## config.mk

```make
export PLATFORM = sky130hd
export DESIGN_NAME = mux_n_1_pipe
export DESIGN_NICKNAME = d
export VERILOG_FILES = /design/src/rtl/mux_n_1_pipe.sv
export SDC_FILE = /design/constraint.sdc
export NUM_CORES = 1
export LEC_CHECK = 0
export ABC_CLOCK_PERIOD_IN_PS = 2300
export CAP_MARGIN = 0
export CELL_PAD_IN_SITES_DETAIL_PLACEMENT = 0
export CELL_PAD_IN_SITES_GLOBAL_PLACEMENT = 1
export CORE_ASPECT_RATIO = 1.1
export CORE_MARGIN = 4
export CORE_UTILIZATION = 30
export CTS_CLUSTER_DIAMETER = 120
export DETAILED_ROUTE_END_ITERATION = 16
export GPL_ROUTABILITY_DRIVEN = 0
export GPL_TIMING_DRIVEN = 0
export PLACE_DENSITY = 0.88
export SLEW_MARGIN = 20
export SYNTH_ARGS = -nofsm -noshare
export SYNTH_HDL_FRONTEND = slang
export SYNTH_SLANG_ARGS = --single-unit
```

## constraint.sdc

```tcl
create_clock -name clk -period 2.3 [get_ports clk]
set_input_delay 0.345 -clock clk [delete_from_list [all_inputs] [get_ports clk]]
set_output_delay 0.345 -clock clk [all_outputs]
set_load 0.1 [all_outputs]
```

## src/rtl/mux_n_1_pipe.sv

```systemverilog
// N-to-1 valid/ready multiplexer (explicit select or round-robin) feeding a 2-entry output skid buffer.
// Optional MUX_PIPE_PARITY_EN adds out_parity: even parity of the head entry, stored per entry at push.
module mux_n_1_pipe #(
  parameter int WIDTH  = 32,
  parameter int NUM_IN = 4,
  localparam int SEL_W = $clog2(NUM_IN)
) (
  input  logic                    clk,
  input  logic                    rst_n,
  input  logic [NUM_IN*WIDTH-1:0] in_data,
  input  logic [NUM_IN-1:0]       in_valid,
  output logic [NUM_IN-1:0]       in_ready,
  input  logic                    mode,
  input  logic [SEL_W-1:0]        sel,
  output logic [WIDTH-1:0]        out_data,
  output logic [SEL_W-1:0]        out_sel,
  output logic                    out_valid,
  input  logic                    out_ready
`ifdef MUX_PIPE_PARITY_EN
  ,
  output logic                    out_parity
`endif
);

  localparam logic [SEL_W:0]   LP_NUM_IN = (SEL_W+1)'(NUM_IN);
  localparam logic [SEL_W-1:0] LP_RR_RST = SEL_W'(NUM_IN - 1);

  logic [WIDTH-1:0] w_in_arr [NUM_IN];
  logic             w_sel_valid;
  logic             w_rr_valid;
  logic [SEL_W-1:0] w_rr_idx;
  logic             w_grant_valid;
  logic [SEL_W-1:0] w_grant_idx;
  logic             w_push;
  logic             w_pop;

  logic [WIDTH-1:0] r_data [2];
  logic [SEL_W-1:0] r_sel  [2];
  logic             r_head;
  logic             r_tail;
  logic [1:0]       r_count;
  logic [SEL_W-1:0] r_rr_ptr;

  genvar gi;
  generate
    for (gi = 0; gi < NUM_IN; gi++) begin : g_unpack
      assign w_in_arr[gi] = in_data[gi*WIDTH +: WIDTH];
    end
  endgenerate

  always_comb begin
    w_sel_valid = 1'b0;
    if ({1'b0, sel} < LP_NUM_IN) begin
      w_sel_valid = in_valid[sel];
    end
  end

  // Walk offsets from farthest to nearest so the first valid input after rr_ptr wins.
  always_comb begin : p_rr_scan
    logic [SEL_W-1:0] v_scan;
    w_rr_valid = 1'b0;
    w_rr_idx   = '0;
    v_scan     = '0;
    for (int k = NUM_IN; k >= 1; k--) begin
      v_scan = SEL_W'((int'(r_rr_ptr) + k) % NUM_IN);
      if (in_valid[v_scan]) begin
        w_rr_valid = 1'b1;
        w_rr_idx   = v_scan;
      end
    end
  end

  assign w_grant_valid = mode ? w_rr_valid : w_sel_valid;
  assign w_grant_idx   = mode ? w_rr_idx   : sel;

  // Ready looks only at the registered count, never at out_ready.
  assign w_push = rst_n && w_grant_valid && (r_count != 2'd2);
  assign w_pop  = (r_count != 2'd0) && out_ready;

  generate
    for (gi = 0; gi < NUM_IN; gi++) begin : g_ready
      assign in_ready[gi] = w_push && (w_grant_idx == SEL_W'(gi));
    end
  endgenerate

  always_ff @(posedge clk or negedge rst_n) begin
    if (!rst_n) begin
      r_data[0] <= '0;
      r_data[1] <= '0;
      r_sel[0]  <= '0;
      r_sel[1]  <= '0;
      r_head    <= 1'b0;
      r_tail    <= 1'b0;
      r_count   <= 2'd0;
      r_rr_ptr  <= LP_RR_RST;
    end else begin
      if (w_push) begin
        r_data[r_tail] <= w_in_arr[w_grant_idx];
        r_sel[r_tail]  <= w_grant_idx;
        r_tail         <= ~r_tail;
        r_rr_ptr       <= w_grant_idx;
      end
      if (w_pop) begin
        r_head <= ~r_head;
      end
      case ({w_push, w_pop})
        2'b10:   r_count <= r_count + 2'd1;
        2'b01:   r_count <= r_count - 2'd1;
        default: r_count <= r_count;
      endcase
    end
  end

  assign out_data  = r_data[r_head];
  assign out_sel   = r_sel[r_head];
  assign out_valid = (r_count != 2'd0);

`ifdef MUX_PIPE_PARITY_EN
  logic r_par [2];

  always_ff @(posedge clk or negedge rst_n) begin
    if (!rst_n) begin
      r_par[0] <= 1'b0;
      r_par[1] <= 1'b0;
    end else if (w_push) begin
      r_par[r_tail] <= ^w_in_arr[w_grant_idx];
    end
  end

  assign out_parity = r_par[r_head];
`endif

endmodule

```

==> impl_metrics.py, run 1 <==
metrics = {
    "status": {
        "outcome": "finished with violations",
        "violations": "negative setup slack",
    },
    "critical_path": {
        "worst_r2r_path_depth": 10,
        "slowest_stage": "dfstp_2",
        "r2r-start": "r_rr_ptr[0]",
        "worstPathRequired_ps": 1960,
        "crit_type": "flip-flop to output port",
        "r2r_slack_ps": -200,
        "cp.arrival_ps": 2260,
        "crit_path_start_kind": "flip-flop",
        "max_stage_delay_ps": 550,
        "reg2reg_to": "r_data[34]",
        "cp_max_fo": 10,
        "path_cells": "buf_6 -> nand3b_1 -> nand2_2 -> a31oi_4 -> a21oi_2 -> buf_8 -> nor3_4 -> buf_12",
        "end_kind": "output port",
    },
    "sta": {
        "rsz0062_at_grt": "true",
        "tns_ps": -6520,
        "setup_viol_count_final": 62,
        "min_period_over_period_pct": 113,
        "fin_crit_ps": 2610,
        "hold_viol_final": 0,
        "drv_slew": 0,
        "final.setup.worst_slack_ps": -310,
        "fmax_mhz": 383,
        "tightest_slew_ps": 950,
        "fin_skew_ps": 8.54,
        "relSlewSlack_pct": 36.9,
    },
    "placement": {
        "post-place-ws_ps": -1460,
        "place_inst": 890,
        "io_buffers": 174,
        "hpwl_um": 13300,
    },
    "detailed_routing": {
        "antenna_left": 0,
        "drc": 0,
        "wl_um": 19800,
        "vias_per_cell": 5.56,
        "wl_per_cell_um": 21.0,
        "drtPass1Iterations": 4,
        "drt_first_iter_violations": 269,
        "num_vias": 5244,
    },
    "synth": {
        "syn_avg_cell_area_sq_um": 9.28,
        "postSynthCellCount": 515,
        "ys_warn_count": 0,
        "ys_types": 42,
        "ys_ff_latch": 74,
        "seq_area_frac_synth_pct": 38.8,
        "syn-num-nets": 654,
        "synth.cell_area_sq_um": 4780,
    },
    "cells_and_area": {
        "nFillCells": 1407,
        "post-route-util_pct": 52.2,
        "fin_cells": 943,
        "final_cell_mix": "130 x clkdlybuf4s50_1, 72 x dfrtp_1, 58 x a21oi_1",
        "antenna_cells": 0,
        "areaGrowthSynthToFinish_pct": 71.0,
        "drive_above_1_share_pct": 36.3,
        "nNetsFinal": 877,
        "final_common_cell": "clkdlybuf4s50_1",
    },
    "clocking": {
        "numClockSinks": 74,
        "clock_path_buffers": 2,
        "clk_latency_ps": 330,
        "htree_levels": 3,
        "clkTransAtPathRegs_ps": 60,
        "cts_tree": "done",
        "numCtsBuffers": 9,
        "root_buffer": "clkbuf_16",
    },
    "global_routing": {
        "grt_pass1_vias": 5493,
        "track_usage_pct": 21.4,
        "antenna_found_initial": 0,
        "grt_pass1_wl_um": 29900,
        "grt_max_degree": 42,
        "grt_overflow_total": 0,
    },
    "power": {
        "power.leakage_nw": 3.26,
        "p_per_area_nw_per_um2": 1530,
        "irDropWorstVdd_mv": 0.708,
    },
    "floorplan": {
        "ioPinCount": 177,
        "die_area_sq_um": 18000,
        "die_w_um": 128,
        "core_region_area_sq_um": 15700,
        "dieHeight_um": 140,
        "rows": 48,
        "initial_core_util_pct": 30.5,
    },
    "hold_path": {
        "hp-class": "primary input to async pin",
    },
    "job": {
        "maxCapViolCount": 0,
    },
}
==> logic make-up (layout without fill, tap and decap cells) <==
logic type | after synthesis | after routing | share of synthesized area, %
muxes | 69 | 69 | 15.6
buffers and inverters | 86 | 314 | 7.20
adders and majority gates | 1 | 1 | 0.262
xor gates and xnor gates | 5 | 5 | 0.916
AOI/OAI and AO/OA | 210 | 210 | 30.8
DFF | 74 | 74 | 38.8
and+or+nand+nor | 70 | 70 | 6.46
==> where the power goes <==
group,internal [mW],switching [mW]
Clock,0.750,0.556
Combinational,2.68,6.16
Sequential,1.97,0.399
Total,5.40,7.12
==> worst max-delay path, delay by kind of cell (launching register included) <==
kind / cells / cell delay, ps
flip-flops: 1 / 550
buffers and inverters: 3 / 540
AND/OR/NAND/NOR: 3 / 420
AO/OA/AOI/OAI: 2 / 420
==> per-layer routing <==
layer | up-vias | part of all wire, % | track usage [%]
met4 | 0 | 2.7 | 7.93
met3 | 43 | 5.8 | 3.01
li1 | 2407 | - | -
met2 | 214 | 51 | 36.6
met1 | 2580 | 41 | 27.1
met5 | - | 0 | 0
==> per-stage QoR <==
stage	cell area [sq um]	power, mW	hold WS, ps
finish	8180	12.5	75.3
global route	8180	13.0	74.2
CTS	7790	12.0	68.7
detailed placement	6910	10.5	316
global placement	6890	10.4	455
floorplan	4900	8.36	49.4
==> area by class of cell <==
cell class / instances / area (sq um) / area share, %
clock buffer: 10 / 239 / 2.92
sequential: 74 / 1850 / 22.7
timing repair buffer: 216 / 2110 / 25.8
tap: 200 / 250 / 3.06
inverter: 35 / 131 / 1.61
clock inverter: 6 / 32.5 / 0.398
buffer: 47 / 418 / 5.11
multi-input combinational: 355 / 3140 / 38.5
==> cell usage after synthesis <==
cell type / count / area [sq um]
o21bai_1: 1 / 7.51
nor2b_1: 1 / 6.26
xnor2_1: 3 / 26.3
clkbuf_1: 33 / 124
o211ai_1: 1 / 7.51
nor4b_1: 2 / 17.5
or2_2: 1 / 6.26
inv_2: 1 / 3.75
o21ai_0: 4 / 20.0
nand2_1: 13 / 48.8
mux2_2: 34 / 383
ha_1: 1 / 12.5
dfrtp_1: 72 / 1800
inv_1: 33 / 124
a2111oi_0: 3 / 26.3
mux4_2: 1 / 22.5
a211oi_1: 96 / 721
a31oi_1: 1 / 6.26
a2bb2oi_1: 1 / 8.76
a2111o_1: 1 / 11.3
a311o_1: 1 / 10.0
nand2b_1: 3 / 18.8
or3b_2: 1 / 8.76
nor3_1: 4 / 20.0
a21o_1: 3 / 22.5
xor2_1: 2 / 17.5
o2111ai_1: 1 / 8.76
a21oi_1: 63 / 315
a31oi_4: 1 / 21.3
mux2i_1: 34 / 340
dfstp_2: 2 / 52.6
a221oi_1: 30 / 263
clkinv_1: 1 / 3.75
o21ai_1: 1 / 5.00
a211o_1: 2 / 17.5
buf_2: 14 / 70.1
buf_1: 3 / 11.3
nand3b_1: 1 / 7.51
buf_4: 1 / 7.51
and2_1: 1 / 6.26
nor3b_1: 2 / 15.0
nor2_1: 41 / 154
==> sequential cells by signal, indices dropped and copies added (netlist names) <==
signal    cells
r_head        1
r_tail        1
r_rr_ptr      2
r_count       2
r_data       64
r_sel         4
==> repair_timing <==
| action | CTS | global route |
|---|---|---|
| hold buffers | 3 | 0 |
| resized for setup | 325 | 82 |
| buffers inserted | 20 | 15 |
| cloned | 4 | 1 |
| endpoints found under the hold margin | 31 | 0 |
| pin swaps | 65 | 19 |
| endpoints found under the setup margin | 107 | 71 |
==> how the worst max path moves through the flow <==
stage                start     endpoint  slack (ps)  cells past startpoint
2_1_floorplan  r_rr_ptr[0]  in_ready[0]        -310                      8
3_3_place_gp         rst_n  in_ready[2]       -3900                      7
3_5_place_dp   in_valid[1]  in_ready[0]       -1460                      8
4_1_cts        r_rr_ptr[0]  in_ready[3]        -320                      8
5_1_grt        r_rr_ptr[1]  in_ready[3]        -390                     10
6_report       r_rr_ptr[0]  in_ready[0]        -310                      8
Power figures use the tool's default switching activity.
==> run 2, diff against run 1 <==
--- a/config.mk
+++ b/config.mk
@@ -21,3 +21,4 @@
 export SYNTH_ARGS = -nofsm -noshare
 export SYNTH_HDL_FRONTEND = slang
 export SYNTH_SLANG_ARGS = --single-unit
+export TNS_END_PERCENT = 20
==> impl_metrics.py, run 2 (synthesis gave the netlist of run 1 again) <==
metrics = {
    "clocking": {
        "clock_path_buffers": 2,
        "numCtsBuffers": 9,
        "htree_levels": 3,
        "clkTransAtPathRegs_ps": 50,
        "cts_tree": "done",
        "root_buffer": "clkbuf_16",
        "numClockSinks": 74,
        "clk_latency_ps": 330,
    },
    "floorplan": {
        "initial_core_util_pct": 30.5,
        "dieHeight_um": 140,
        "die_w_um": 128,
        "ioPinCount": 177,
        "rows": 48,
        "core_region_area_sq_um": 15700,
        "die_area_sq_um": 18000,
    },
    "cells_and_area": {
        "final_common_cell": "clkdlybuf4s50_1",
        "post-route-util_pct": 48.8,
        "reg_top3": "r_data: 64 flops, r_sel: 4 flops",
        "regMostFlops": "r_data",
        "seqCellArea_sq_um": 1860,
        "nFillCells": 1468,
        "drive_above_1_share_pct": 26.8,
        "nNetsFinal": 858,
        "areaGrowthSynthToFinish_pct": 59.9,
        "largest_register_ffs": 64,
        "final_cell_mix": "131 x clkdlybuf4s50_1, 76 x a211oi_1, 71 x dfrtp_1",
        "multi_input_area_sq_um": 2860,
    },
    "detailed_routing": {
        "wl_um": 18000,
        "drtPass1Iterations": 5,
        "wl_per_cell_um": 19.5,
        "drc": 0,
        "vias_per_cell": 5.38,
        "num_vias": 4973,
        "drt_first_iter_violations": 209,
        "antenna_left": 0,
    },
    "status": {
        "outcome": "finished with violations",
        "violations": "negative setup slack",
    },
    "critical_path": {
        "cp_max_fo": 10,
        "worstPathRequired_ps": 1960,
        "end_kind": "output port",
        "cp.arrival_ps": 2290,
        "crit_path_start_kind": "primary input",
        "crit_type": "primary input to output port",
    },
    "sta": {
        "relSlewSlack_pct": 36.7,
        "final.setup.worst_slack_ps": -333,
        "fmax_mhz": 380,
        "min_period_over_period_pct": 114,
        "hold_viol_final": 0,
        "tns_ps": -10610,
        "tightest_slew_ps": 954,
        "rsz0062_at_grt": "true",
        "setup_viol_count_final": 81,
        "holdWs_ps": 3.28,
        "drv_slew": 0,
        "fin_crit_ps": 2630,
        "fin_skew_ps": 5.92,
    },
    "power": {
        "power.leakage_nw": 3.08,
        "p_per_area_nw_per_um2": 1590,
        "irDropWorstVdd_mv": 1.01,
        "p_total_mw": 12.1,
    },
    "placement": {
        "io_buffers": 174,
        "hpwl_um": 13200,
        "post-place-ws_ps": -1450,
    },
    "global_routing": {
        "grt_max_degree": 50,
        "grt_pass1_wl_um": 27400,
        "grt_overflow_total": 0,
        "grt_pass1_vias": 5038,
        "antenna_found_initial": 1,
        "track_usage_pct": 19.6,
    },
    "job": {
        "maxCapViolCount": 0,
    },
    "hold_path": {
        "hp-class": "primary input to async pin",
    },
}
-- run 2: changes by cell type in the layout (fill, tap and decap cells not counted), moves of 8 or more --
cell	before	now
clkdlybuf4s15_2	5	13
a211oi_1	51	76
mux2i_2	12	2
buf_4	32	20
a211oi_2	42	20
buf_2	32	21
mux2i_1	21	32
clkbuf_2	5	20
-- run 2: worst paths after layout --
check,startpoint,to,slack [ps],cells after the start
setup reg to reg,r_rr_ptr[0],r_data[24],-170,9
min in group clk,r_sel[0],r_sel[0],480,1
hold reg to reg,r_sel[0],r_sel[0],480,1
hold / removal,rst_n,r_data[51],3,2
max in group asynchronous,rst_n,r_data[2],1560,3
setup / recovery,in_valid[3],in_ready[2],-330,9
-- run 2: metrics by stage --
step	cells	cell area, sq um
3_5_place_dp	890	6920
4_1_cts	919	7480
6_report	925	7650
5_1_grt	925	7650
2_1_floorplan	515	4900
3_3_place_gp	889	6890
-- run 2: critical path, cell delays in order --
cell and delay (ps):
clkdlybuf4s50_1 510, buf_6 150, mux2i_1 70, a211o_1 310, a31oi_4 240, inv_2 90
clkbuf_16 170, nor3_4 210, buf_12 200
-- run 2: cell type report --
type / instances / area share [%]
multi-input combinational: 355 / 37.4
timing repair buffer: 194 / 24.6
sequential: 74 / 24.3
buffer: 50 / 4.55
tap: 200 / 3.27
clock buffer: 11 / 3.17
inverter: 35 / 1.72
clock inverter: 5 / 1.01
antenna: 1 / 0.0327
-- run 2: report_power, final --
group | total (mW) | switching, mW | internal (mW)
logic | 8.27 | 5.89 | 2.38
clock network | 1.51 | 0.538 | 0.976
registers | 2.33 | 0.360 | 1.97
-- run 2: routing by layer --
layer,track usage [%],part of all wire [%],up-vias,wire [um]
met3,2.97,6.1,23,1100
met2,33.0,50,189,8980
met5,0,0,-,0
met4,7.99,2.1,0,381
met1,25.0,42,2379,7570
li1,-,-,2382,-
-- run 2: timing repair --
action                                  in CTS  in global routing
resized for setup                          219                 43
buffers inserted                            12                  5
endpoints found under the hold margin       26                  0
hold buffers                                 2                  0
pin swaps                                   20                 18
endpoints found under the setup margin     107                 86
cloned                                       0                  0
==> run 3, diff against run 2 <==
--- a/config.mk
+++ b/config.mk
@@ -15,7 +15,6 @@
 export CTS_CLUSTER_DIAMETER = 120
 export DETAILED_ROUTE_END_ITERATION = 16
 export GPL_ROUTABILITY_DRIVEN = 0
-export GPL_TIMING_DRIVEN = 0
 export PLACE_DENSITY = 0.88
 export SLEW_MARGIN = 20
 export SYNTH_ARGS = -nofsm -noshare
==> impl_metrics.py, run 3 (synthesis gave the netlist of run 1 again) <==
metrics = {
    "floorplan": {
        "ioPinCount": 177,
        "rows": 48,
        "die_area_sq_um": 18000,
        "dieHeight_um": 140,
        "die_w_um": 128,
        "core_region_area_sq_um": 15700,
        "initial_core_util_pct": 30.5,
    },
    "detailed_routing": {
        "drc": 0,
        "antenna_left": 0,
        "vias_per_cell": 5.67,
        "num_vias": 5293,
        "wl_per_cell_um": 21.0,
        "drtPass1Iterations": 5,
        "wl_um": 19600,
        "drt_first_iter_violations": 375,
    },
    "cells_and_area": {
        "largest_register_ffs": 64,
        "nFillCells": 1296,
        "final_cell_mix": "131 x clkdlybuf4s50_1, 71 x dfrtp_1, 62 x a211oi_1",
        "fin_cells": 934,
        "areaGrowthSynthToFinish_pct": 78.1,
        "reg_top3": "r_data: 64 flops, r_sel: 4 flops",
        "drive_above_1_share_pct": 33.2,
        "post-route-util_pct": 54.3,
        "final_common_cell": "clkdlybuf4s50_1",
        "antenna_cells": 0,
        "regMostFlops": "r_data",
        "nNetsFinal": 868,
    },
    "global_routing": {
        "track_usage_pct": 19.6,
        "grt_pass1_vias": 5507,
        "grt_pass1_wl_um": 28100,
        "grt_overflow_total": 0,
        "grt_max_degree": 44,
        "antenna_found_initial": 0,
    },
    "critical_path": {
        "slowest_stage": "dfstp_2",
        "path_cells": "nand2b_4 -> a21oi_1 -> a2bb2oi_4 -> buf_4 -> a21o_1 -> buf_6 -> nor3_4 -> buf_12",
        "r2r_slack_ps": -250,
        "crit_buf_inv": 3,
        "reg2reg_to": "r_data[20]",
        "worstPathRequired_ps": 1960,
        "crit_path_start_kind": "flip-flop",
        "max_stage_delay_ps": 600,
        "cp_max_fo": 7,
        "r2r-start": "r_rr_ptr[0]",
        "cp.arrival_ps": 2280,
        "worst_r2r_path_depth": 8,
        "end_kind": "output port",
        "crit_type": "flip-flop to output port",
        "critical_path.top_delay_family": "flip-flops",
    },
    "placement": {
        "place_inst": 894,
        "hpwl_um": 12800,
        "post-place-ws_ps": -638,
        "io_buffers": 176,
    },
    "sta": {
        "fmax_mhz": 381,
        "setup_viol_count_final": 68,
        "min_period_over_period_pct": 114,
        "rsz0062_at_grt": "true",
        "relSlewSlack_pct": 38.5,
        "final.setup.worst_slack_ps": -326,
        "fin_crit_ps": 2630,
        "fin_skew_ps": 4.85,
        "tightest_slew_ps": 921,
        "drv_slew": 0,
        "hold_viol_final": 0,
    },
    "clocking": {
        "clkTransAtPathRegs_ps": 60,
        "cts_tree": "done",
        "htree_levels": 3,
        "numCtsBuffers": 9,
        "numClockSinks": 74,
        "clk_latency_ps": 330,
        "root_buffer": "clkbuf_16",
        "ctsHoldBuffers": 0,
        "clock_path_buffers": 2,
    },
    "status": {
        "violations": "negative setup slack",
        "outcome": "finished with violations",
    },
    "power": {
        "irDropWorstVdd_mv": 0.954,
        "p_total_mw": 14.1,
        "power.leakage_nw": 3.42,
        "p_per_area_nw_per_um2": 1660,
    },
    "job": {
        "maxCapViolCount": 0,
    },
    "hold_path": {
        "hp-class": "primary input to async pin",
    },
}
[run 3: how the worst max path moves through the flow]
stage / start / endpoint / slack [ps] / depth (start not counted)
after floorplan: r_rr_ptr[0] / in_ready[0] / -310 / 8
after global placement: in_valid[2] / r_data[26] / -540 / 8
after detailed placement: in_valid[0] / r_data[3] / -640 / 8
after CTS: r_rr_ptr[0] / in_ready[2] / -260 / 8
after global routing: r_rr_ptr[0] / r_data[16] / -400 / 9
final: r_rr_ptr[1] / in_ready[1] / -330 / 8
[run 3: worst register-to-register path, stage by stage, from the launching register on]
cell and delay (ps):
dfstp_2 570, buf_6 120, mux2i_1 70, a211o_1 300, a31oi_4 200, inv_4 80, nor2_2 720, nor2_1 90
a221oi_1 280
[run 3: through the flow]
stage                     instance area (sq um)  hold slack (ps)  setup TNS (ps)
after floorplan                            4900             49.4           -1390
after global placement                     7590              455          -35900
after detailed placement                   7590              464          -40790
after CTS                                  8070              115          -11890
after global routing                       8520              148          -18180
final                                      8520              115          -10890
[run 3: routing by layer]
metal | GRT usage, % | part of all wire [%] | vias up
met4 | 7.09 | 3.4 | 0
met3 | 4.31 | 7.2 | 52
met5 | 0 | 0 | -
met2 | 34.2 | 51 | 276
met1 | 23.4 | 39 | 2575
li1 | - | - | 2390
[run 3: cell type report]
type / count / area (sq um) / area share (%)
clock buffers: 14 / 274 / 3.22
well taps: 200 / 250 / 2.94
inverters: 35 / 134 / 1.57
clock inverters: 2 / 10.0 / 0.118
repair buffers: 251 / 2890 / 33.9
flip-flops and latches: 74 / 1860 / 21.8
multi-input cells: 358 / 3100 / 36.5
[run 3: report_power, final]
group | total, mW | switching, mW | internal [mW]
combinational | 10.4 | 6.41 | 4.00
clock | 1.33 | 0.511 | 0.816
sequential | 2.37 | 0.386 | 1.98
total | 14.1 | 7.31 | 6.80
[run 3: timing repair]
item	in CTS	in global routing
gates cloned	1	5
pin swaps	15	36
gates resized for setup	25	61
endpoints found under the setup margin	68	70
buffers inserted	13	5
